--- src/rtl/interp_block_sequencer.sv ---
// interp_block_sequencer
// Block-level controller for the 8x8 subpixel interpolation datapath.
// Each block runs four phases: input-row fill, a horizontal FIR pass that
// shifts into the temp registers, a vertical FIR pass with an output
// handshake, and a one-cycle completion pulse.
// Optional feature macro: SEQ_PERF_CNT_EN (enables the output-stall counter).

module interp_block_sequencer #(
  parameter int OUT_ROWS = 8,
  parameter int TAPS     = 8,
  parameter int FIR_LAT  = 2,
  parameter int BLK_W    = 8
) (
  input  logic             clk,
  input  logic             rst,
  input  logic             start_i,
  input  logic             first_blk_i,
  input  logic             in_valid_i,
  output logic             in_ready_o,
  output logic             load_in_o,
  output logic [3:0]       row_sel_o,
  output logic             h_pass_o,
  output logic             hsr_en_o,
  output logic             pipe_en_o,
  output logic             out_valid_o,
  input  logic             out_ready_i,
  output logic [2:0]       out_row_o,
  output logic             busy_o,
  output logic             done_o,
  output logic [BLK_W-1:0] blk_cnt_o,
  output logic [15:0]      stall_cnt_o
);

  typedef enum logic [2:0] {
    S_IDLE,
    S_FILL,
    S_HORIZ,
    S_VERT,
    S_DONE
  } state_t;

  // A first block fills the whole FIR window; later blocks reuse the
  // overlapping TAPS-1 rows and only fetch OUT_ROWS new ones.
  localparam logic [3:0] NEED_FULL = 4'(OUT_ROWS + TAPS - 1);
  localparam logic [3:0] NEED_PART = 4'(OUT_ROWS);
  localparam logic [3:0] LAST_ROW  = 4'(OUT_ROWS - 1);
  localparam logic [3:0] TOP_ROW   = 4'd14;
  localparam logic [4:0] LAT5      = 5'(FIR_LAT);

  state_t           state_q;
  logic [3:0]       need_q;
  logic [3:0]       fill_cnt_q;
  logic [4:0]       hcnt_q;
  logic             iss_vld_q;
  logic [3:0]       row_sel_q;
  logic             h_pass_q;
  logic             hsr_en_q;
  logic             in_ready_q;
  logic             busy_q;
  logic             done_q;
  logic [BLK_W-1:0] blk_cnt_q;

  // Result delay line: one valid bit and one row index per FIR stage.
  logic             pv_q [FIR_LAT];
  logic [2:0]       pr_q [FIR_LAT];

  logic             load_in;
  logic             stall;
  logic             accept_last;
  logic             pipe_adv;
  logic [4:0]       hcnt_d;
  logic [4:0]       hlast;
  logic             hsr_en_d;
  logic [3:0]       row_sel_d;

  // Handshake qualifiers and HORIZ-phase next-cycle values.
  always_comb begin
    load_in     = in_valid_i & in_ready_q;
    stall       = pv_q[FIR_LAT-1] & ~out_ready_i;
    accept_last = (state_q == S_VERT) & pv_q[FIR_LAT-1] & out_ready_i &
                  (pr_q[FIR_LAT-1] == LAST_ROW[2:0]);
    pipe_adv    = (state_q == S_VERT) & ~stall;
    hlast       = {1'b0, need_q} + LAT5 - 5'd1;
    hcnt_d      = hcnt_q + 5'd1;
    hsr_en_d    = (hcnt_d >= LAT5) && (hcnt_d <= hlast);
    row_sel_d   = (row_sel_q == TOP_ROW) ? TOP_ROW : row_sel_q + 4'd1;
  end

  // Main block sequencer with registered control outputs.
  always_ff @(posedge clk or posedge rst) begin
    if (rst) begin
      state_q    <= S_IDLE;
      need_q     <= 4'd0;
      fill_cnt_q <= 4'd0;
      hcnt_q     <= 5'd0;
      iss_vld_q  <= 1'b0;
      row_sel_q  <= 4'd0;
      h_pass_q   <= 1'b0;
      hsr_en_q   <= 1'b0;
      in_ready_q <= 1'b0;
      busy_q     <= 1'b0;
      done_q     <= 1'b0;
      blk_cnt_q  <= '0;
    end else begin
      done_q <= 1'b0;
      case (state_q)
        S_IDLE: begin
          if (start_i) begin
            need_q     <= first_blk_i ? NEED_FULL : NEED_PART;
            fill_cnt_q <= 4'd0;
            in_ready_q <= 1'b1;
            busy_q     <= 1'b1;
            state_q    <= S_FILL;
          end
        end
        S_FILL: begin
          if (load_in) begin
            fill_cnt_q <= fill_cnt_q + 4'd1;
            if (fill_cnt_q == need_q - 4'd1) begin
              in_ready_q <= 1'b0;
              h_pass_q   <= 1'b1;
              hsr_en_q   <= 1'b0;
              hcnt_q     <= 5'd0;
              row_sel_q  <= 4'd15 - need_q;
              state_q    <= S_HORIZ;
            end
          end
        end
        S_HORIZ: begin
          if (hcnt_q == hlast) begin
            h_pass_q  <= 1'b0;
            hsr_en_q  <= 1'b0;
            hcnt_q    <= 5'd0;
            row_sel_q <= 4'd0;
            iss_vld_q <= 1'b1;
            state_q   <= S_VERT;
          end else begin
            hcnt_q    <= hcnt_d;
            hsr_en_q  <= hsr_en_d;
            row_sel_q <= row_sel_d;
          end
        end
        S_VERT: begin
          if (accept_last) begin
            iss_vld_q <= 1'b0;
            row_sel_q <= 4'd0;
            done_q    <= 1'b1;
            blk_cnt_q <= blk_cnt_q + 1'b1;
            state_q   <= S_DONE;
          end else if (!stall && iss_vld_q) begin
            if (row_sel_q == LAST_ROW) begin
              iss_vld_q <= 1'b0;
            end else begin
              row_sel_q <= row_sel_q + 4'd1;
            end
          end
        end
        S_DONE: begin
          busy_q  <= 1'b0;
          state_q <= S_IDLE;
        end
        default: begin
          state_q <= S_IDLE;
        end
      endcase
    end
  end

  // FIR result tracking: advances with the filters, freezes on stall, flushes at block end.
  always_ff @(posedge clk or posedge rst) begin
    if (rst) begin
      for (int i = 0; i < FIR_LAT; i++) begin
        pv_q[i] <= 1'b0;
        pr_q[i] <= 3'd0;
      end
    end else if (accept_last) begin
      for (int i = 0; i < FIR_LAT; i++) begin
        pv_q[i] <= 1'b0;
        pr_q[i] <= 3'd0;
      end
    end else if (pipe_adv) begin
      pv_q[0] <= iss_vld_q;
      pr_q[0] <= row_sel_q[2:0];
      for (int i = 1; i < FIR_LAT; i++) begin
        pv_q[i] <= pv_q[i-1];
        pr_q[i] <= pr_q[i-1];
      end
    end
  end

`ifdef SEQ_PERF_CNT_EN
  logic [15:0] stall_cnt_q;

  // Saturating count of vertical-pass cycles lost to downstream back-pressure.
  always_ff @(posedge clk or posedge rst) begin
    if (rst) begin
      stall_cnt_q <= 16'h0000;
    end else if ((state_q == S_VERT) && stall && (stall_cnt_q != 16'hFFFF)) begin
      stall_cnt_q <= stall_cnt_q + 16'h0001;
    end
  end

  assign stall_cnt_o = stall_cnt_q;
`else
  assign stall_cnt_o = 16'h0000;
`endif

  assign in_ready_o  = in_ready_q;
  assign load_in_o   = load_in;
  assign row_sel_o   = row_sel_q;
  assign h_pass_o    = h_pass_q;
  assign hsr_en_o    = hsr_en_q;
  assign pipe_en_o   = ~stall;
  assign out_valid_o = pv_q[FIR_LAT-1];
  assign out_row_o   = pr_q[FIR_LAT-1];
  assign busy_o      = busy_q;
  assign done_o      = done_q;
  assign blk_cnt_o   = blk_cnt_q;

endmodule
--- config.mk ---
export PLATFORM = sky130hd
export DESIGN_NAME = interp_block_sequencer
export DESIGN_NICKNAME = d
export VERILOG_FILES = /design/src/rtl/interp_block_sequencer.sv
export SDC_FILE = /design/constraint.sdc
export NUM_CORES = 1
export LEC_CHECK = 0
export ABC_AREA = 1
export BUFFER_PORTS_ARGS = -buffer_cell sky130_fd_sc_hd__buf_2
export CORE_MARGIN = 10
export CORE_UTILIZATION = 56
export CTS_CLUSTER_DIAMETER = 150
export DETAILED_ROUTE_END_ITERATION = 7
export PLACE_DENSITY = 0.76
export SKIP_LAST_GASP = 1
export SYNTH_ARGS = -nofsm -noshare
export SYNTH_HDL_FRONTEND = slang
export SYNTH_SLANG_ARGS = --single-unit
export TNS_END_PERCENT = 100
--- constraint.sdc ---
create_clock -name clk -period 1.85 [get_ports clk]
set_input_delay 0.2775 -clock clk [delete_from_list [all_inputs] [get_ports clk]]
set_output_delay 0.2775 -clock clk [all_outputs]
set_load 0.01 [all_outputs]
# After elaboration in Yosys (flattened, before gate mapping)
# Cells that the tools add are included.
[totals]
ff_bits = 42
input_bits = 6
output_inout_bits = 39
wordCells = 115
[op_classes]
addsub = 8
n_lt_le_gt_ge = 2
eq_ne = 17
mux = 44
n_bitwise = 8
n_reduce_logical = 20
[op_table]
columns = ["operator", "count"]
rows = [
  ["$mux 4", 9],
  ["$mux 3", 6],
  ["$mux 5", 3],
  ["$mux 1", 13],
  ["$mux 6", 2],
  ["$pmux 3 s4", 1],
  ["$pmux 4 s3", 1],
  ["$reduce_and 4->1", 3],
  ["$ne 2x2->1 const B", 5],
  ["$pmux 1 s2", 5],
  ["$pmux 5 s2", 1],
  ["$reduce_and 5->1", 2],
  ["$reduce_bool 2->1", 5],
  ["$add 4x1->4 const B", 2],
  ["$add 8x1->8 const B", 1],
  ["$pmux 4 s2", 1],
  ["$and 1x1->1", 6],
  ["$eq 3x2->1 const B", 2],
  ["$eq 3x3->1 const B", 2],
  ["$ne 3x2->1 const B", 2],
  ["$reduce_and 2->1", 3],
  ["$reduce_and 3->1", 2],
  ["$add 4x2->5 const B", 1],
  ["$add 5x1->5 const B", 1],
  ["17 further kinds", 20],
]

# Logic depth before layout (Yosys ltp)
# Gate-level depths: netlist of the first run.
[logic_depth]
ltp_word = 7
ltp_mapped = 11
depth_no_buf = 11

# Worst setup path after synthesis of the first run
# No wires, ideal clock.
[synth_path]
kind = "register to register"
startpoint = "reg need_q[2]"
endpoint = "reg iss_vld_q"
setup_time_ns = 0.120
arrival_time_ns = 1.465
t_required_ns = 1.730
setup_slack_ns = 0.264
stages_incl_launch_ff = 11
n_path_buf = 0
synth_period_minus_slack_ns = 1.586
path_cell_list = "dfrtp_1 > inv_1 > ha_1 > inv_1 > nand2_1 > nor2_1 > nand3_1 > nand2_1 > nand2_1 > o21ai_1 > nand2_1"
[synth_via]
elab_chain_cells = 5
[synth_rtl]
columns = ["element", "line_no", "text"]
rows = [
  ["start: declaration", "51", "logic [3:0] need_q;"],
  ["start signal: assignment", "109", "need_q <= first_blk_i ? NEED_FULL : NEED_PART;"],
  ["$add 4x2->5", "83", "hlast = {1'b0, need_q} + LAT5 - 5'd1;"],
  ["$sub 5x1->5", "83", ""],
  ["$eq 5x5->1", "130", "if (hcnt_q == hlast) begin"],
  ["$ne 2x2->1 (no source line)", "--", ""],
  ["$reduce_and 4->1 (no source line)", "--", ""],
  ["end signal: assignment", "96", "iss_vld_q <= 1'b0;"],
  ["end signal: assignment", "135", "iss_vld_q <= 1'b1;"],
  ["end signal: assignment", "145", "iss_vld_q <= 1'b0;"],
  ["end: declaration", "54", "logic iss_vld_q;"],
]
# Every way passes these cells.
# A chain may end at the register's enable or synchronous reset.

# Worst setup path after layout of the first run
[layout_path]
startpoint = "reg need_q[2]"
endpoint = "reg row_sel_q[0], in the netlist row_sel_o[0]"
[layout_via]
elab_chain_cells = 5
elab_cells_between_ends = 9
cone_classes = "add/sub (3); eq/ne (3); mux (2); reduce/logical (1)"
[layout_rtl]
columns = ["element", "line_no", "text"]
rows = [
  ["$add 4x2->5", "83", ""],
  ["$sub 5x1->5", "83", ""],
  ["$eq 5x5->1", "130", ""],
  ["$mux 4", "130", ""],
  ["$pmux 4 s3", "106", "case (state_q)"],
  ["end signal: assignment", "124", "row_sel_q <= 4'd15 - need_q;"],
  ["end signal: assignment", "140", "row_sel_q <= row_sel_d;"],
  ["end signal: assignment", "154", "row_sel_q <= row_sel_q + 4'd1;"],
  ["end: declaration", "55", "logic [3:0] row_sel_q;"],
]
# Parallel ways exist; a longest one is shown, timed or not.

==> results by group, run 1 <==
Clock tree
  – Clock buffer depth: 2
  – Hold_buf cts: 0
  – Postcts setup bufs: 0
  – Clk Latency, worst-skew pair: 300 ps
  – CTS clock-pin slew for the worst setup and hold paths: 80 ps
  – Max H-tree Level: 2
  – Sink Count: 40
  – CTS tree: yes
  – Clock buffer count from CTS: 5
  – CTS resizes: 0
  – Clk root buf: clkbuf_8

Power
  – Peak supply drop: 0.8118 mV
  – Leakage: 0.001550 uW
  – Pwr dens: 1607 mW/mm2

Yosys
  – Post-Synth XOR/XNOR Area: 4.561%
  – Library cells used by synthesis: 27
  – Yosys reg bits: 40
  – Post-synthesis cell area: 0.002496 mm2
  – Adder-cell share of the synthesized area: 4.511%
  – Register area share after synthesis: 40.10%
  – Mean Syn Cell Area: 7.519 um2
  – Post-Synth Simple-Gate Area: 31.03%
  – Largest family of logic cells by synthesized area: simple AND/OR/NAND/NOR gates
  – Gate count of the mapped netlist: 332
  – Yosys warning count: 0
  – Synth Area in Compound Gates: 5.614%
  – Mux contribution to synthesized area: 0%

Layout
  – Most frequent cells in the layout: nand2_1 (91), inv_1 (44), dfrtp_1 (40)
  – Area Growth Syn to Fin: 10.73%
  – Commonest non-fill, non-tap cell in the layout: nand2_1
  – Share of cells above drive strength 1: 16.80%
  – Fin nets: 378
  – N_diodes: 0
  – Final cell count without fillers: 415
  – # fillers: 403

Setup path
  – Crit Path Max Fanout: 7
  – Crit path required time: 2050 ps
  – Startpoint Class: flip-flop
  – CP max-delay cell: dfrtp_1
  – Worst Path Class, Setup: reg2reg
  – Worst EP arrival: 1860 ps
  – CP max stage delay: 420 ps
  – Critical-path cell list: ha_1 -> xnor2_1 -> nand3_2 -> buf_4 -> nand3_1 -> nand3_1 -> nand2_1 -> nand2_1
  – Critical Path End Type: flip-flop

Timing
  – Min Tclk post-route: 1662 ps
  – Ratio of final minimum period to clock period: 89.86%
  – Slew of the pin with the lowest slew margin: 526.8 ps
  – Final Hold Viols: 0
  – Final Hold Slack: 83.55 ps
  – Final max-slew violation count: 0
  – Relative slew margins: 64.88%
  – Maximum clock frequency: 0.6016 GHz
  – Endpoints failing setup: 0
  – Skew final: 10.08 ps
  – Setup WS post-layout: 187.6 ps

GRT
  – Initial antenna violation count: 0
  – Overflow after GRT: 0
  – Largest net degree at the start of global routing: 41
  – First-pass GRT wire length: 8.866 mm
  – Tot GR Track Use: 14.19%
  – Vias in the first global route: 2,006

Route
  – Drt wl/cell: 12.21 um
  – DRT iter0 DRCs: 110
  – DR vias/cell: 4.928
  – Vias after detailed routing: 2,045
  – Residual DRC count: 0
  – ANT nets after route: 0
  – Final WL: 5.067 mm
  – Drt pass-1 iters: 4

Floorplanning
  – I/O pin count: 45
  – Die Ht: 86.77 um
  – Core area: 0.004324 mm2
  – Die width: 86.77 um
  – Die area: 0.007528 mm2
  – Starting Density: 57.73%
  – Row cnt: 24

Outcome
  – Outcome: completed

Place
  – Place WS: 184.7 ps
  – DPL Wire Length: 3.908 mm
  – Cells after DPL: 408
  – # port buffers: 28
  – Placer congestion estimate: 0.8694

Worst hold path
  – HP Class: in2async

Job
  – Max Cap Viol: 0
per-stage QoR:
step                      total power [uW]  instance area, um2  setup TNS, ps  utilization (%)
final                                 4442                2764              0            63.92
after CTS                             4441                2750              0            63.60
after floorplan                       3132                2552              0                -
after detailed placement              3595                2621              0            60.62
after global routing                  4889                2764         -10.57            63.92
after global placement                3560                2621              0            60.62
synthesized netlist by cell type (all sizes together):
cell    count  share of area, %
a21oi       7               1.6
buf        21               6.2
clkbuf      1              0.15
conb        1              0.15
dfrtp      40                40
ha          9               4.5
inv        51               7.7
nand2      95                15
nand3      33               7.5
nand3b      2              0.60
nand4      10               2.5
nor2       26               5.0
nor3        4              0.80
o21ai      17               3.4
o21bai      1              0.30
o32ai       1              0.35
xnor2       6               2.1
xor2        7               2.5
kinds of logic (layout without fill, tap and decap cells):
family | after synthesis | in the layout
flops | 40 | 40
buf+inv | 73 | 89
compound gates | 26 | 26
simple gates | 170 | 170
other cells | 1 | 16
fa+ha+maj | 9 | 9
xor+xnor | 13 | 13
report_power, final:
group	internal, uW	leakage (uW)	total [uW]	switching [uW]
combinational	781	0.000985	2140	1350
sequential	1160	0.000500	1470	310
clock	531	0.0000642	836	306
total	2470	0.00155	4440	1970
final timing paths:
path / cells after the start / startpoint / to / slack, ps
setup reg to reg: 8 / need_q[2] / row_sel_o[0] / 190
hold / removal: 3 / rst / fill_cnt_q[1] / 80
hold reg to reg: 2 / hsr_en_o / hsr_en_o / 500
max in group asynchronous: 3 / rst / pr_q[3] / 1420
min in group clk: 3 / first_blk_i / need_q[2] / 200
setup / recovery: 8 / need_q[2] / row_sel_o[0] / 190
critical path: cells and delay by family (launching register included):
kind	cells	cell delay, ps
xor+xnor	1	220
fa+ha+maj	1	350
buf+inv	1	180
flops	1	420
simple gates	5	390
metal layers:
layer  vias to the layer above  global-route usage [%]  wire, um
met5                         -                       0         0
met4                         0                   5.302        76
li1                       1075                       -         -
met2                        28                   24.30      2534
met1                       935                   16.79      2265
met3                         7                   3.283       190
flip-flops by register name (all words and copies together) (netlist names):
name         cells
pr_q             3
fill_cnt_q       4
done_o           1
out_row_o        3
row_sel_o        4
out_valid_o      1
iss_vld_q        1
need_q           2
state_q          3
hcnt_q           5
pv_q             1
blk_cnt_o        8
busy_o           1
in_ready_o       1
hsr_en_o         1
h_pass_o         1
layout make-up:
type,count,area (um2),share of cell area [%]
repair buffers,31,162.7,5.885
clock inverters,2,60.06,2.173
inverters,51,191.4,6.926
flip-flops and latches,40,1001,36.22
well taps,52,65.06,2.354
multi-input cells,234,1215,43.96
clock buffers,5,68.82,2.490
Note: power is estimated with default switching activity, not from simulation.
==> run 2, diff against run 1 <==
--- a/config.mk
+++ b/config.mk
@@ -12,6 +12,7 @@
 export CTS_CLUSTER_DIAMETER = 150
 export DETAILED_ROUTE_END_ITERATION = 7
 export PLACE_DENSITY = 0.76
+export RECOVER_POWER = 25
 export SKIP_LAST_GASP = 1
 export SYNTH_ARGS = -nofsm -noshare
 export SYNTH_HDL_FRONTEND = slang
==> results by group, run 2 (synthesis results as in run 1) <==
Outcome
  – Outcome: completed

Layout
  – N_diodes: 0
  – Final cell count without fillers: 415
  – Commonest non-fill, non-tap cell in the layout: nand2_1
  – Max reg flops: 8
  – FF/Latch Area: 0.001001 mm2
  – Area of the multi-input gates: 0.001215 mm2
  – Area Growth Syn to Fin: 10.63%
  – Fin nets: 378
  – Most frequent cells in the layout: nand2_1 (91), inv_1 (44), dfrtp_1 (40)
  – Final instance area: 0.002761 mm2
  – Share of cells above drive strength 1: 16.80%
  – # fillers: 404

Timing
  – Endpoints failing setup: 0
  – Ratio of final minimum period to clock period: 89.85%
  – Setup TNS: 0 ps
  – Skew final: 10.08 ps
  – Min Tclk post-route: 1662 ps
  – Final max-slew violation count: 0
  – Slew of the pin with the lowest slew margin: 957.0 ps
  – Relative slew margins: 36.20%
  – Maximum clock frequency: 0.6016 GHz
  – Final Hold Viols: 0

Floorplanning
  – I/O pin count: 45
  – Row cnt: 24
  – Die area: 0.007528 mm2
  – Core area: 0.004324 mm2
  – Die Ht: 86.77 um
  – Starting Density: 57.73%
  – Die width: 86.77 um

Job
  – Max Cap Viol: 0

GRT
  – First-pass GRT wire length: 8.866 mm
  – Initial antenna violation count: 0
  – Overflow after GRT: 0
  – Tot GR Track Use: 14.19%
  – Vias in the first global route: 2,006
  – Largest net degree at the start of global routing: 41

Clock tree
  – Sink Count: 40
  – Max H-tree Level: 2
  – CTS clock-pin slew for the worst setup and hold paths: 80 ps
  – Clock buffer depth: 2
  – Hold_buf cts: 0
  – Clk root buf: clkbuf_8
  – Clock buffer count from CTS: 5
  – Clk Latency, worst-skew pair: 300 ps
  – CTS tree: yes

Setup path
  – Critical-path cell list: ha_1 -> xnor2_1 -> nand3_2 -> buf_4 -> nand3_1 -> nand3_1 -> nand2_1 -> nand2_1
  – Crit path required time: 2050 ps
  – CP max-delay cell: dfrtp_1
  – Critical Path End Type: flip-flop
  – Crit Path Max Fanout: 7
  – Startpoint Class: flip-flop
  – Worst EP arrival: 1860 ps
  – CP max stage delay: 420 ps
  – Worst Path Class, Setup: reg2reg

Route
  – Vias after detailed routing: 2,045
  – DR vias/cell: 4.928
  – ANT nets after route: 0
  – Drt pass-1 iters: 4
  – Final WL: 5.067 mm
  – Residual DRC count: 0
  – DRT iter0 DRCs: 110
  – Drt wl/cell: 12.21 um

Power
  – Total power: 4441 uW
  – Leakage: 0.001549 uW
  – Peak supply drop: 0.8118 mV
  – Pwr dens: 1608 mW/mm2

Place
  – Placer congestion estimate: 0.8694
  – DPL Wire Length: 3.908 mm
  – Placed cell areas: 0.002621 mm2
  – # port buffers: 28
  – Cells after DPL: 408

Worst hold path
  – HP Class: in2reg
==> run 2: changes by cell type in the layout (fill, tap and decap cells not counted), sizes merged <==
cell / previous run / this run
buf: 31 / 30
clkbuf: 5 / 6
==> run 2: final cells by class <==
class	count	area share [%]
sequential	40	36.25
clock buffer	5	2.492
timing repair buffer	31	5.800
clock inverter	2	2.175
tap	52	2.356
inverter	51	6.932
multi-input combinational	234	44.00
==> run 2: report_power, final <==
group	internal [uW]	total [uW]	switching (uW)
combinational	780	2130	1350
sequential	1160	1470	310
clock	531	836	306
==> run 2: per-stage QoR <==
stage               utilization [%]  hold WS [ps]  worst slack (ps)
floorplan                         -         398.5             264.1
global placement              60.62         424.9             213.6
detailed placement            60.62         439.1             184.7
CTS                           63.60         111.2             139.8
global route                  63.86         232.7            -6.133
finish                        63.86         201.1             187.7
==> run 2: path summary, 6_finish.rpt <==
kind                            slack, ps            end        start  cells after the start
worst max-delay path                  190   row_sel_o[0]    need_q[2]                      8
worst min-delay path                  200      need_q[2]  first_blk_i                      3
worst max register to register        190   row_sel_o[0]    need_q[2]                      8
worst min register to register        500       hsr_en_o     hsr_en_o                      2
max in group asynchronous             990        pr_q[3]          rst                      3
min in group asynchronous             260  fill_cnt_q[1]          rst                      3
==> run 2: critical path, delay by kind of cell (launching register included) <==
family	cells	cell delay, ps
and+or+nand+nor	5	390
adders and majority gates	1	350
buffers and inverters	1	180
DFF	1	420
xor gates and xnor gates	1	220
==> run 2: repair_timing <==
action	4_1_cts	5_1_grt
setup buffers	0	0
resized for setup	0	5
endpoints found under the setup margin	0	12
endpoints found under the hold margin	0	0
==> run 2: per-layer routing <==
layer / routed length, um / share of wire (%) / vias up / global-route usage, %
met2: 2534 / 50 / 28 / 24.30
met3: 190 / 3.7 / 7 / 3.283
met5: 0 / 0 / - / 0
met1: 2265 / 45 / 935 / 16.79
met4: 76 / 1.5 / 0 / 5.302
li1: - / - / 1075 / -
==> run 3, diff against run 2 <==
--- a/config.mk
+++ b/config.mk
@@ -11,6 +11,7 @@
 export CORE_UTILIZATION = 56
 export CTS_CLUSTER_DIAMETER = 150
 export DETAILED_ROUTE_END_ITERATION = 7
+export GPL_TIMING_DRIVEN = 0
 export PLACE_DENSITY = 0.76
 export RECOVER_POWER = 25
 export SKIP_LAST_GASP = 1
==> results by group, run 3 (synthesis results as in run 1) <==
Outcome
  – Outcome: finished, violations left
  – Violated checks: max-capacitance violations, max-slew violations

Clock tree
  – CTS clock-pin slew for the worst setup and hold paths: 90 ps
  – Hold_buf cts: 0
  – Max H-tree Level: 2
  – CTS tree: yes
  – Clock buffer depth: 2
  – Sink Count: 40
  – Clk root buf: clkbuf_8
  – Clock buffer count from CTS: 5
  – Clk Latency, worst-skew pair: 300 ps

Power
  – P_sw: 2042 uW
  – Comb pwr share: 51.4%
  – Total power: 4465 uW
  – P_int: 2423 uW
  – Leakage: 0.001644 uW
  – Peak supply drop: 0.8372 mV
  – Share of total power in the clock network: 16.0%
  – Sequential Power Share: 32.5%
  – Sw frac: 45.74%
  – Pwr dens: 1539 mW/mm2

Setup path
  – Crit Path Max Fanout: 8
  – Critical Path End Type: flip-flop
  – Startpoint Class: flip-flop
  – Worst Path Class, Setup: reg2reg
  – Crit path required time: 2050 ps
  – Worst EP arrival: 1940 ps

Floorplanning
  – Die width: 86.77 um
  – Core area: 0.004324 mm2
  – I/O pin count: 45
  – Die Ht: 86.77 um
  – Row cnt: 24
  – Starting Density: 57.73%
  – Die area: 0.007528 mm2

GRT
  – Initial antenna violation count: 0
  – First-pass GRT wire length: 8.887 mm
  – Vias in the first global route: 2,014
  – Largest net degree at the start of global routing: 41
  – Overflow after GRT: 0
  – Tot GR Track Use: 14.06%

Route
  – DR vias/cell: 4.805
  – Vias after detailed routing: 2,095
  – Drt pass-1 iters: 4
  – Residual DRC count: 0
  – Final WL: 5.135 mm
  – DRT iter0 DRCs: 74
  – Drt wl/cell: 11.78 um
  – ANT nets after route: 0

Timing
  – Unrepaired setup endpoints after global routing: yes
  – Min Tclk post-route: 1741 ps
  – Endpoints failing setup: 0
  – Slew of the pin with the lowest slew margin: 1502 ps
  – Final Hold Viols: 0
  – Final Hold Slack: 179.1 ps
  – Skew final: 14.58 ps
  – Maximum clock frequency: 0.5743 GHz
  – Ratio of final minimum period to clock period: 94.13%
  – Final max-slew violation count: 41
  – Relative slew margins: -0.2210%

Layout
  – Final instance area: 0.002902 mm2
  – Commonest non-fill, non-tap cell in the layout: nand2_1
  – Max reg flops: 8
  – Fin nets: 398
  – # fillers: 391
  – N_diodes: 0
  – Share of cells above drive strength 1: 20.83%
  – Most frequent cells in the layout: nand2_1 (91), inv_1 (44), dfrtp_1 (39)
  – Area Growth Syn to Fin: 16.24%
  – Final cell count without fillers: 436

Place
  – Placed cell areas: 0.002758 mm2
  – DPL Wire Length: 3.960 mm
  – Cells after DPL: 427
  – Placer congestion estimate: 0.8707
  – # port buffers: 28

Worst hold path
  – HP Class: in2reg

Job
  – Max Cap Viol: 1
run 3: cell count changes in the layout (fill, tap and decap cells not counted), sizes merged:
cell	before	now
clkinv	0	1
bufinv	2	1
buf	30	50
clkbuf	6	7
run 3: final timing paths:
check | from | end | slack [ps] | cells past startpoint
setup / recovery | need_q[2] | h_pass_o | 110 | 8
hold / removal | first_blk_i | need_q[2] | 180 | 3
setup reg to reg | need_q[2] | h_pass_o | 110 | 8
hold reg to reg | hsr_en_o | hsr_en_o | 490 | 2
max in group asynchronous | rst | need_q[2] | 460 | 2
min in group asynchronous | rst | fill_cnt_q[1] | 410 | 2
run 3: area by class of cell:
| cell class | instances | area [um2] | area share [%] |
|---|---|---|---|
| multi-input cells | 234 | 1229 | 42.35 |
| flip-flops and latches | 40 | 1002 | 34.54 |
| inverters | 51 | 191.4 | 6.598 |
| plain buffers | 22 | 158.9 | 5.476 |
| repair buffers | 29 | 147.6 | 5.088 |
| clock buffers | 6 | 72.57 | 2.501 |
| well taps | 52 | 65.06 | 2.242 |
| clock inverters | 2 | 35.03 | 1.207 |
run 3: worst max-delay path: stages (launching register included):
cell     delay, ps
dfrtp_2        440
ha_1           350
xnor2_1        270
nand3_4        170
buf_4          170
nand2_1         50
nand2_1         60
o21ai_0         70
inv_1           60
run 3: repair_timing:
item / in CTS / in global routing
buffers inserted: 0 / 1
endpoints found under the setup margin: 7 / 11
gates resized for setup: 2 / 6
pin swaps: 0 / 3
run 3: per-layer routing:
metal	wire [um]	GRT usage [%]	share of wire (%)	vias to the layer above
li1	-	-	-	1119
met1	2276	16.47	44	935
met2	2594	24.50	51	33
met3	200	3.659	3.9	8
met4	63	4.124	1.2	0
met5	0	0	0	-
run 3: stage by stage:
stage,utilization (%),TNS [ps],setup WS [ps]
4_1_cts,66.44,0,58.98
3_3_place_gp,63.77,-71.86,-30.63
6_report,67.10,0,108.6
5_1_grt,67.10,-28.36,-7.643
2_1_floorplan,-,0,264.1
3_5_place_dp,63.77,-203.7,-61.45
run 3: power groups by stage:
stage / logic, uW / clock network, uW / registers, uW
CTS: 2250 / 726 / 1450
detailed placement: 2220 / 0 / 1470
finish: 2300 / 715 / 1450
global route: 2650 / 751 / 1520
floorplan: 1680 / 0 / 1450
global placement: 2150 / 0 / 1450
